<file path="src/rtl/phys_bus_arbiter_pkg.sv">
// rtl/phys_bus_arbiter_pkg.sv - shared types for the physical bus arbiter
package phys_bus_arbiter_pkg;

  // Bus request payload widths; the arbiter's ADDR_WIDTH/DATA_WIDTH must match these.
  localparam int BUS_ADDR_WIDTH = 32;
  localparam int BUS_DATA_WIDTH = 32;

  typedef enum logic {
    OWNER_IF  = 1'b0,
    OWNER_MEM = 1'b1
  } arb_owner_t;

  typedef enum logic [1:0] {
    ARB_IDLE  = 2'd0,
    ARB_BUSY  = 2'd1,
    ARB_DRAIN = 2'd2
  } arb_state_t;

  typedef struct packed {
    logic [BUS_ADDR_WIDTH-1:0]   addr;
    logic [BUS_DATA_WIDTH-1:0]   wdata;
    logic                        read_write;
    logic [BUS_DATA_WIDTH/8-1:0] column_strobe;
  } bus_req_t;

  // Fetches are always full-word reads.
  function automatic bus_req_t make_fetch_req(input logic [BUS_ADDR_WIDTH-1:0] addr);
    bus_req_t r;
    r.addr          = addr;
    r.wdata         = '0;
    r.read_write    = 1'b0;
    r.column_strobe = '1;
    return r;
  endfunction

endpackage

</file>
<file path="src/rtl/phys_bus_arbiter_timeout.sv">
// rtl/phys_bus_arbiter_timeout.sv - bus_timeout_counter: flags the last allowed cycle of a transaction
module bus_timeout_counter #(
  parameter int TIMEOUT_CYCLES = 256
) (
  input  logic clk,
  input  logic reset,
  input  logic clear,
  input  logic enable,
  output logic expired
);

  localparam int CW = $clog2(TIMEOUT_CYCLES + 1);
  localparam logic [CW-1:0] LAST = CW'(TIMEOUT_CYCLES - 1);

  logic [CW-1:0] count;

  assign expired = enable && (count == LAST);

  always_ff @(posedge clk) begin
    if (reset || clear) begin
      count <= '0;
    end else if (enable && !expired) begin
      count <= count + 1'b1;
    end
  end

endmodule

</file>
<file path="src/rtl/phys_bus_arbiter.sv">
// rtl/phys_bus_arbiter.sv - IF/MEM arbiter for the physical bus with timeout faults
// Optional MEM-streak fairness toward IF is enabled by defining ARB_FAIRNESS_EN.
module phys_bus_arbiter
  import phys_bus_arbiter_pkg::*;
#(
  parameter int ADDR_WIDTH     = BUS_ADDR_WIDTH,
  parameter int DATA_WIDTH     = BUS_DATA_WIDTH,
  parameter int TIMEOUT_CYCLES = 256,
  parameter int MAX_MEM_GRANTS = 4
) (
  input  logic                    clk,
  input  logic                    reset,
  input  logic                    if_req,
  input  logic [ADDR_WIDTH-1:0]   if_addr,
  output logic [DATA_WIDTH-1:0]   if_rdata,
  output logic                    if_stall,
  output logic                    if_bus_fault,
  input  logic                    mem_req,
  input  logic [ADDR_WIDTH-1:0]   mem_addr,
  input  logic [DATA_WIDTH-1:0]   mem_wdata,
  input  logic                    mem_read_write,
  input  logic [DATA_WIDTH/8-1:0] mem_column_strobe,
  output logic [DATA_WIDTH-1:0]   mem_rdata,
  output logic                    mem_stall,
  output logic                    mem_bus_fault,
  output logic                    phys_req,
  output logic [ADDR_WIDTH-1:0]   phys_addr,
  output logic [DATA_WIDTH-1:0]   phys_wdata,
  output logic                    phys_read_write,
  output logic [DATA_WIDTH/8-1:0] phys_column_strobe,
  input  logic [DATA_WIDTH-1:0]   phys_rdata,
  input  logic                    phys_ack
);

  arb_state_t state, state_next;
  arb_owner_t owner, owner_next, grant_owner;
  bus_req_t   bus_q, bus_next, mem_bus;
  logic       phys_req_next;
  logic       owner_req;
  logic       fair_force_if;
  logic       timeout_clear, timeout_enable, timeout_expired;
  logic       if_done, mem_done, if_fault, mem_fault;

  bus_timeout_counter #(.TIMEOUT_CYCLES(TIMEOUT_CYCLES)) u_timeout (
    .clk     (clk),
    .reset   (reset),
    .clear   (timeout_clear),
    .enable  (timeout_enable),
    .expired (timeout_expired)
  );

`ifdef ARB_FAIRNESS_EN
  localparam int GCW = $clog2(MAX_MEM_GRANTS + 1);
  localparam logic [GCW-1:0] GRANT_LIMIT = GCW'(MAX_MEM_GRANTS);

  logic [GCW-1:0] grant_cnt;

  assign fair_force_if = if_req && mem_req && (grant_cnt == GRANT_LIMIT);

  // Counts MEM grants that made a pending fetch wait.
  always_ff @(posedge clk) begin
    if (reset) begin
      grant_cnt <= '0;
    end else if (state == ARB_IDLE) begin
      if (!if_req || grant_owner == OWNER_IF) begin
        grant_cnt <= '0;
      end else begin
        grant_cnt <= grant_cnt + 1'b1;
      end
    end
  end
`else
  assign fair_force_if = 1'b0;
  if (MAX_MEM_GRANTS > 0) begin : g_strict_mem_priority
  end
`endif

  assign grant_owner = (mem_req && !fair_force_if) ? OWNER_MEM : OWNER_IF;
  assign owner_req   = (owner == OWNER_IF) ? if_req : mem_req;

  always_comb begin
    mem_bus.addr          = mem_addr;
    mem_bus.wdata         = mem_wdata;
    mem_bus.read_write    = mem_read_write;
    mem_bus.column_strobe = mem_column_strobe;
  end

  always_comb begin
    state_next     = state;
    owner_next     = owner;
    bus_next       = bus_q;
    phys_req_next  = phys_req;
    timeout_clear  = 1'b1;
    timeout_enable = 1'b0;
    if_done        = 1'b0;
    mem_done       = 1'b0;
    if_fault       = 1'b0;
    mem_fault      = 1'b0;
    case (state)
      ARB_IDLE: begin
        if (if_req || mem_req) begin
          owner_next    = grant_owner;
          bus_next      = (grant_owner == OWNER_MEM) ? mem_bus : make_fetch_req(if_addr);
          phys_req_next = 1'b1;
          state_next    = ARB_BUSY;
        end
      end
      ARB_BUSY: begin
        timeout_clear  = 1'b0;
        timeout_enable = 1'b1;
        if (phys_ack || timeout_expired) begin
          state_next    = ARB_IDLE;
          phys_req_next = 1'b0;
          // An ack in the final timeout cycle still counts as a clean completion.
          if (owner_req) begin
            if (owner == OWNER_IF) begin
              if_done  = 1'b1;
              if_fault = !phys_ack;
            end else begin
              mem_done  = 1'b1;
              mem_fault = !phys_ack;
            end
          end
        end else if (!owner_req) begin
          state_next = ARB_DRAIN;
        end
      end
      ARB_DRAIN: begin
        timeout_clear  = 1'b0;
        timeout_enable = 1'b1;
        if (phys_ack || timeout_expired) begin
          state_next    = ARB_IDLE;
          phys_req_next = 1'b0;
        end
      end
      default: begin
        state_next    = ARB_IDLE;
        phys_req_next = 1'b0;
      end
    endcase
  end

  always_ff @(posedge clk) begin
    if (reset) begin
      state    <= ARB_IDLE;
      owner    <= OWNER_MEM;
      bus_q    <= '0;
      phys_req <= 1'b0;
    end else begin
      state    <= state_next;
      owner    <= owner_next;
      bus_q    <= bus_next;
      phys_req <= phys_req_next;
    end
  end

  assign phys_addr          = bus_q.addr;
  assign phys_wdata         = bus_q.wdata;
  assign phys_read_write    = bus_q.read_write;
  assign phys_column_strobe = bus_q.column_strobe;

  assign if_stall      = if_req && !if_done;
  assign mem_stall     = mem_req && !mem_done;
  assign if_bus_fault  = if_fault;
  assign mem_bus_fault = mem_fault;
  assign if_rdata      = (if_done && !if_fault) ? phys_rdata : '0;
  assign mem_rdata     = (mem_done && !mem_fault) ? phys_rdata : '0;

endmodule

</file>
<file path="config.mk">
export PLATFORM = sky130hd
export DESIGN_NAME = phys_bus_arbiter
export DESIGN_NICKNAME = d
export VERILOG_FILES = /design/src/rtl/phys_bus_arbiter_pkg.sv /design/src/rtl/phys_bus_arbiter_timeout.sv /design/src/rtl/phys_bus_arbiter.sv
export SDC_FILE = /design/constraint.sdc
export NUM_CORES = 1
export LEC_CHECK = 0
export CAP_MARGIN = 20
export CORE_ASPECT_RATIO = 0.8
export CORE_MARGIN = 2
export CORE_UTILIZATION = 32
export DETAILED_ROUTE_END_ITERATION = 6
export PLACE_DENSITY_LB_ADDON = 0.12
export REMOVE_ABC_BUFFERS = 1
export SLEW_MARGIN = 30
export SYNTH_ARGS = -nofsm -noshare
export SYNTH_HDL_FRONTEND = slang
export SYNTH_SLANG_ARGS = --single-unit
export TNS_END_PERCENT = 50
</file>
<file path="constraint.sdc">
create_clock -name clk -period 1.65 [get_ports clk]
set_input_delay 0.33 -clock clk [delete_from_list [all_inputs] [get_ports clk]]
set_output_delay 0.33 -clock clk [all_outputs]
set_load 0.05 [all_outputs]
</file>
# After elaboration in Yosys (flattened, before gate mapping)
# Index checks and enable logic that the tools add are counted.
[word_totals]
reg_bits = 82
latch_bits = 0
mem_bits_rw = 0
mem_bits_ro = 0
inputBits = 138
out_inout_bits = 138
word_cells = 67
mem_count = 0
[op_classes]
add_sub_neg = 1
n_mul = 0
div_mod_pow = 0
n_lt_le_gt_ge = 0
eq_ne = 7
n_shift = 0
muxes = 31
bitwise = 0
reduce_logical = 20
[ops]
columns = ["op", "n"]
rows = [
  ["69-bit two-way mux", 1],
  ["32-bit two-way mux", 2],
  ["1-bit two-way mux", 22],
  ["9-bit by 1-bit adder with 9-bit output (second input constant)", 1],
  ["9-bit by 8-bit equality test with 1-bit output (second input constant)", 1],
  ["2-bit two-way mux", 4],
  ["1-bit logical AND", 6],
  ["1-bit logical NOT", 6],
  ["2-bit case mux with 3 select lines", 1],
  ["2-bit inequality test (second input constant)", 2],
  ["2-bit AND reduction", 2],
  ["1-bit logical OR", 3],
  ["3-bit inequality test (second input constant)", 1],
  ["3-bit AND reduction", 1],
  ["2-bit by 1-bit equality test with 1-bit output (second input constant)", 1],
  ["2-bit equality test (second input constant)", 1],
  ["2-bit logical NOT", 1],
  ["2-bit by 1-bit inequality test with 1-bit output (second input constant)", 1],
  ["1-bit case mux with 2 select lines", 1],
  ["2-bit OR reduction", 1],
]

# Logic depth before layout (Yosys ltp)
# Gate-level depths: netlist of run 1.
[logic_depth]
word_depth = 10
ltp_mapped = 9
mapped_depth_nobuf = 8

# Modules after synthesis
# A second synthesis of run 1 with hierarchy kept.
[hier_totals]
cells_unflattened = 468
area_unflattened_um2 = 3910.0
[modules_own_cells]
columns = ["module", "instances", "cells_per_inst", "area_each_um2", "seq_area_each_um2"]
rows = [
  ["phys_bus_arbiter", 1, 418, 3467.1, 1461.4],
  ["bus_timeout_counter", 1, 50, 442.9, 180.2],
]

# Least setup slack after synthesis of run 1
# OpenSTA, ideal clock, no wires.
[synth_timing]
kind = "register to output"
from = "register u_timeout.count[0]"
to = "output if_bus_fault"
arrival_ps = 1911
t_required_ps = 1320
slack_ps = -591
path_stages_with_launch = 8
n_path_buf = 1
path_cell_list = "dfxtp_1 -> ha_1 -> nand2_1 -> nor3_1 -> ha_1 -> buf_2 -> nand3_1 -> nor2_1"
[synth_via]
elab_chain_len = 5
[synth_rtl]
columns = ["item", "line", "source"]
rows = [
  ["start, declared", "phys_bus_arbiter_timeout.sv:15", "logic [CW-1:0] count;"],
  ["start signal, assigned", "phys_bus_arbiter_timeout.sv:23", "count <= count + 1'b1;"],
  ["9-bit by 8-bit equality test with 1-bit output", "phys_bus_arbiter_timeout.sv:17", "assign expired = enable && (count == LAST);"],
  ["1-bit logical AND", "phys_bus_arbiter_timeout.sv:17", ""],
  ["1-bit logical OR", "phys_bus_arbiter.sv:111", "if (phys_ack || timeout_expired) begin"],
  ["1-bit two-way mux", "phys_bus_arbiter.sv:111", ""],
  ["1-bit two-way mux", "phys_bus_arbiter.sv:99", "case (state)"],
  ["end, declared", "phys_bus_arbiter.sv:17", "output logic if_bus_fault,"],
]
# No other way between the ends.

# Final worst setup path of run 1
[layout_timing]
from = "register u_timeout.count[0]"
to = "output mem_stall"
[layout_via]
elab_chain_len = 7
[layout_rtl]
columns = ["item", "line", "source"]
rows = [
  ["9-bit by 8-bit equality test with 1-bit output", "phys_bus_arbiter_timeout.sv:17", ""],
  ["1-bit logical AND", "phys_bus_arbiter_timeout.sv:17", ""],
  ["1-bit logical OR", "phys_bus_arbiter.sv:111", ""],
  ["1-bit two-way mux", "phys_bus_arbiter.sv:111", ""],
  ["1-bit two-way mux", "phys_bus_arbiter.sv:99", ""],
  ["1-bit logical NOT", "phys_bus_arbiter.sv:163", "assign mem_stall = mem_req && !mem_done;"],
  ["1-bit logical AND", "phys_bus_arbiter.sv:163", ""],
  ["end, declared", "phys_bus_arbiter.sv:24", "output logic mem_stall,"],
]
# No other way between the ends.

==> results of run 1 <==
-- Yosys cell counts --
master,count,area (sq um)
dfxtp_1,82,1640
and2_1,65,407
nor2_1,53,199
nand2_1,40,150
a21oi_1,36,180
nand3_1,36,180
mux2i_1,34,340
a211oi_2,24,300
clkbuf_1,15,56.3
buf_2,11,55.1
a211oi_1,9,67.6
buf_4,6,45.0
inv_1,6,22.5
ha_1,5,62.6
nand2b_1,5,31.3
o21ai_0,5,25.0
nand3b_1,4,30.0
nor3_1,4,20.0
xnor2_1,4,35.0
buf_1,3,11.3
clkbuf_2,3,15.0
nor2b_1,3,18.8
buf_6,2,22.5
o31a_1,2,17.5
xor2_1,2,17.5
a211o_1,1,8.76
a21oi_2,1,8.76
a22oi_2,1,12.5
nand4b_4,1,23.8
nor2_2,1,6.26
o21ai_1,1,5.00
o21ai_2,1,8.76
o21ba_2,1,10.0
or3_1,1,6.26
-- worst min-delay path by stage --
stage                              start                    end  slack (ns)  depth (start not counted)
final                              reset  phys_column_strobe[3]        0.38                          2
after global routing               reset  phys_column_strobe[0]        0.39                          2
after CTS                          reset  phys_column_strobe[3]        0.38                          2
after detailed placement  phys_wdata[12]         phys_wdata[12]        0.45                          2
after global placement    phys_wdata[18]         phys_wdata[18]        0.44                          2
after floorplan                    reset          phys_addr[10]        0.39                          1
-- kinds of logic after synthesis --
kind of cell / Yosys count / synth area share [%]
AOI/OAI and AO/OA: 82 / 15.9
muxes: 34 / 8.42
and+or+nand+nor: 213 / 26.5
buffers and inverters: 46 / 5.63
xor gates and xnor gates: 6 / 1.30
DFF: 82 / 40.6
adders and majority gates: 5 / 1.55
-- layout by cell type, fill, tap and decap left out, types with 3 or more instances in the layout --
master,synthesis,routed
a211oi_1,9,9
a211oi_2,24,24
a21oi_1,36,36
and2_4,0,64
buf_12,0,71
buf_4,6,103
buf_6,2,11
buf_8,0,4
clkbuf_16,0,9
clkdlybuf4s50_1,0,133
dfxtp_1,82,78
dfxtp_2,0,3
inv_1,6,5
mux2i_1,34,34
nand2_1,40,38
nand2b_1,5,4
nand3_1,36,35
nand3b_1,4,4
nor2_1,53,48
nor2_2,1,4
nor3_2,0,4
o21ai_0,5,5
xnor2_1,4,4
-- sequential cells by signal, indices dropped and copies added, names as in the netlist --
register            flops
phys_req                1
phys_column_strobe      4
owner                   1
phys_addr              32
phys_read_write         1
u_timeout.count         9
phys_wdata             32
state                   2
-- per-stage QoR --
stage	instances	total power, uW	setup WS, ns
after global placement	909	5860	-0.272
final	941	8220	-0.427
after floorplan	428	4470	-3.01
after CTS	934	8230	-0.451
after detailed placement	909	5930	-0.305
after global routing	941	8590	-0.496
-- critical path: stages (launching register included) --
cell and delay (ns):
dfxtp_2 0.35, ha_4 0.14, nand2_2 0.06, nor3_2 0.11, ha_2 0.23, a21oi_2 0.08
o31a_1 0.29, buf_6 0.16
-- layer usage --
metal / vias to the layer above / part of all wire, % / global-route usage [%]
met5: - / 0 / 0
met1: 2056 / 37 / 22.3
li1: 2177 / - / -
met2: 178 / 53 / 38.9
met3: 23 / 7.8 / 5.30
met4: 0 / 2.4 / 7.99
-- power breakdown --
part / switching, uW / internal [uW] / total, uW
sequential: 161 / 2280 / 2440
clock: 798 / 1370 / 2170
combinational: 2190 / 1420 / 3610
-- final cells by class --
type,instances,area [sq um],share of cell area (%)
flip-flops and latches,82,1650,19.7
clock buffers,10,239,2.85
clock inverters,6,90.1,1.07
well taps,171,214,2.55
multi-input cells,340,2440,29.1
inverters,6,22.5,0.268
repair buffers,326,3740,44.5
-- repair_timing --
action,CTS,global route
setup endpoints to repair,76,98
pin swaps,38,9
gates resized for setup,88,32
setup buffers,4,5
cloned,5,2
==> impl_metrics.yaml, run 1 <==
floorplan:
  dieArea_sq_mm: 0.0135
  rows: 36
  io_pins: 276
  die_w_microns: 130
  core_area_sq_mm: 0.0123
  initial_utilization_pct: 33.0
  die_height_microns: 105
placement:
  routabilityCongestion: 0.799
  postPlaceCellArea_sq_mm: 0.00759
  place_hpwl_microns: 10800
  port_buffers: 275
grt:
  track_usage_pct: 20.9
  grt_max_degree: 61
  grt_pass1_wl_microns: 22700
  overflow: 0
  grt_pass1_vias: 4484
  antenna_found_initial: 0
cts:
  cts_buffers: 9
  cts-root-buf: "clkbuf_16"
  cts.clk_slew.worst_paths_ns: 0.06
  numClockSinks: 82
  cts_max_level: 3
  clock_latency_ns: 0.33
  cts_buffer_depth: 2
  ctsHoldBuffers: 0
  cts_tree: "yes"
route:
  ant_nets: 0
  drc: 0
  vias_per_cell: 4.71
  wirelength_microns: 14700
  num_vias: 4434
  wl_per_cell_microns: 15.6
  drt_pre_antenna_iters: 4
  drt_iter0_drc: 108
setup_path:
  critical_path_class: "flip-flop to primary output"
  crit_path_start: "u_timeout.count[0]"
  r2r_start: "u_timeout.count[0]"
  required_ns: 1.32
  r2r_cells: 10
  rr_endpoint: "u_timeout.count[5]"
  crit_path_end_kind: "primary output"
  critPathCapture: "mem_stall"
  path_max_fanout: 3
  arrival_ns: 1.75
  cp-start-kind: "flip-flop"
  reg2reg_slack_ns: -0.24
logic_synthesis:
  synth_area_per_cell_sq_um: 8.64
  yosysSeqAreaShare_pct: 40.6
  yosysUniqueCellTypes: 34
  synthCells: 468
  ys_seq_elements: 82
  syn_area_sq_mm: 0.00404
  yosysWarnings: 0
timing:
  max_slew_margin_pct: 75.7
  hold_viol: 0
  slew_violations: 0
  finalSetupViolCount: 76
  worst_pin_slew_ns: 0.364
  final.setup.worst_slack_ns: -0.427
  fin_crit_sh_pct: 126
  setup-tns-final_ns: -23.15
  max_freq_ghz: 0.481
  period_needed_ns: 2.08
  finalClockSkew_ns: 0.00608
  whs_ns: 0.382
  grt_setup_unrepaired: "yes"
cells_and_area:
  layout-drive-gt1-share_pct: 42.2
  final_util_pct: 68.5
  insertedDiodeCount: 0
  area_growth_syn_to_layout_pct: 108
  fin_area_sq_mm: 0.00839
  finalNetCount: 908
  nFillCells: 945
run_status:
  status: "finished, violations left"
  violations: "negative setup slack"
power_and_ir_drop:
  power_density_mw_per_mm2: 979
  power_leakage_uw: 0.00352
  vdd_drop_max_uv: 722
min_path:
  min_path_type: "primary input to flip-flop"
job:
  drv_cap: 0
No activity file was read; power rests on OpenSTA's default activity.
==> run 2, diff against run 1 <==
Settings changed: ABC_CLOCK_PERIOD_IN_PS from default to 1650.
==> results of run 2 <==
No change in the layout: final DEF, timing and power equal those of run 1.
==> run 3, diff against run 2 <==
Settings changed: CAP_MARGIN 20 to default, CTS_CLUSTER_DIAMETER from default to 100, SKIP_CTS_REPAIR_TIMING from default to 1.
==> run 3 against run 2 <==
The flow still finishes with violations (negative setup slack). Fmax is 1.7% lower. Sequential cell count unchanged. Non-clock buffer count shrank 5. First-iteration DRC count increased by 12%. Core utilization fell by 0.51 points. Via count is 0.36% lower. Register-to-register slack improved by 0.07 ns. Clock-buffer cell count unchanged. Power shrank 0.27%. Setup slack worse by 0.037 ns. Largest cell class unchanged.
==> impl_metrics.yaml, run 3 (synthesized netlist as in run 1, its figures left out) <==
run_status:
  status: "finished, violations left"
  violations: "negative setup slack"
placement:
  routabilityCongestion: 0.799
  postPlaceCellArea_sq_mm: 0.00759
  port_buffers: 275
  place_hpwl_microns: 10800
route:
  num_vias: 4418
  drt_iter0_drc: 121
  drt_pre_antenna_iters: 4
  ant_nets: 0
  drc: 0
  wirelength_microns: 14600
  wl_per_cell_microns: 15.6
  vias_per_cell: 4.72
cells_and_area:
  finalNetCount: 903
  area_growth_syn_to_layout_pct: 106
  final_cell_mix: "clkdlybuf4s50_1 (134), buf_4 (99), dfxtp_1 (78)"
  layout-drive-gt1-share_pct: 41.6
  fin_area_sq_mm: 0.00833
  insertedDiodeCount: 0
  final_common_cell: "clkdlybuf4s50_1"
  final_util_pct: 68.0
floorplan:
  initial_utilization_pct: 33.0
  core_area_sq_mm: 0.0123
  die_height_microns: 105
  rows: 36
  io_pins: 276
  dieArea_sq_mm: 0.0135
  die_w_microns: 130
cts:
  cts_tree: "yes"
  cts_buffers: 9
  cts-root-buf: "clkbuf_16"
  cts.clk_slew.worst_paths_ns: 0.06
  numClockSinks: 82
  cts_buffer_depth: 2
  clock_latency_ns: 0.33
  cts_max_level: 3
setup_path:
  cp-start-kind: "flip-flop"
  r2r_start: "u_timeout.count[1]"
  path_max_fanout: 3
  crit_path_start: "u_timeout.count[1]"
  arrival_ns: 1.78
  rr_endpoint: "u_timeout.count[5]"
  critPathCapture: "if_stall"
  crit_path_end_kind: "primary output"
  reg2reg_slack_ns: -0.17
  required_ns: 1.32
  critical_path_class: "flip-flop to primary output"
  r2r_cells: 9
power_and_ir_drop:
  p_sw_share_pct: 38.4
  p_sw_uw: 3140
  power_density_mw_per_mm2: 984
  finalPower_uw: 8200
  pwr-share-clk_pct: 26.5
  power_leakage_uw: 0.00349
  vdd_drop_max_uv: 723
  sequentialPowerShare_pct: 29.7
  internal-power_uw: 5050
  p_comb_share_pct: 43.8
timing:
  hold_viol: 0
  max_slew_margin_pct: 76.2
  finalSetupViolCount: 76
  slew_violations: 0
  worst_pin_slew_ns: 0.356
  period_needed_ns: 2.11
  finalClockSkew_ns: 0.00502
  fin_crit_sh_pct: 128
  final.setup.worst_slack_ns: -0.464
  max_freq_ghz: 0.473
  grt_setup_unrepaired: "yes"
grt:
  overflow: 0
  track_usage_pct: 19.5
  grt_pass1_vias: 4266
  grt_max_degree: 61
  grt_pass1_wl_microns: 21300
  antenna_found_initial: 0
min_path:
  min_path_type: "primary input to flip-flop"
job:
  drv_cap: 0
[run 3: changes by cell type in the layout (fill, tap and decap cells not counted), sizes merged]
| cell | before | now |
|---|---|---|
| clkdlybuf4s50 | 133 | 134 |
| buf | 191 | 186 |
| dlygate4sd2 | 2 | 0 |
| dlymetal6s2s | 0 | 1 |
[run 3: worst max-delay path: stages, from the launching register on]
cell and delay, ns:
dfxtp_2 0.35, ha_4 0.14, nand2_2 0.06, nor3_2 0.12
ha_2 0.25, a21oi_4 0.07, o31a_1 0.30, buf_6 0.16
[run 3: layer usage]
metal  GRT usage (%)  routed length (microns)  up-vias
met5               0                        0        -
met4            6.30                      420        0
met3            4.68                      986       27
met2            35.9                     7680      175
met1            21.7                     5530     2048
li1                -                        -     2168
[run 3: final cells by class]
type                            count  area (sq um)
Clock buffer                       10           239
Clock inverter                      6          90.1
Fill cell                         948          3920
Inverter                            6          22.5
Multi-Input combinational cell    340          2430
Sequential cell                    82          1650
Tap cell                          171           214
Timing Repair Buffer              321          3680
[run 3: worst min-delay path by stage]
stage / to / start / cells past startpoint / slack [ns]
final: phys_column_strobe[3] / reset / 2 / 0.38
after global placement: phys_wdata[18] / phys_wdata[18] / 2 / 0.44
after global routing: phys_column_strobe[0] / reset / 2 / 0.39
after CTS: phys_column_strobe[3] / reset / 2 / 0.38
after floorplan: phys_addr[10] / reset / 1 / 0.39
after detailed placement: phys_wdata[12] / phys_wdata[12] / 2 / 0.45
[run 3: through the flow]
stage	setup slack (ns)	instances	setup TNS (ns)	hold slack, ns
after floorplan	-3.01	428	-157.85	0.395
after global placement	-0.272	909	-20.11	0.439
after detailed placement	-0.305	909	-22.41	0.448
after CTS	-0.606	925	-28.56	0.381
after global routing	-0.556	936	-29.03	0.389
final	-0.464	936	-22.74	0.379
[run 3: power groups by stage]
stage,sequential (uW),clock (uW),combinational (uW)
after floorplan,3370,0,1100
after global placement,2450,0,3410
after detailed placement,2460,0,3470
after CTS,2420,2210,3480
after global routing,2460,2300,3800
final,2430,2170,3590
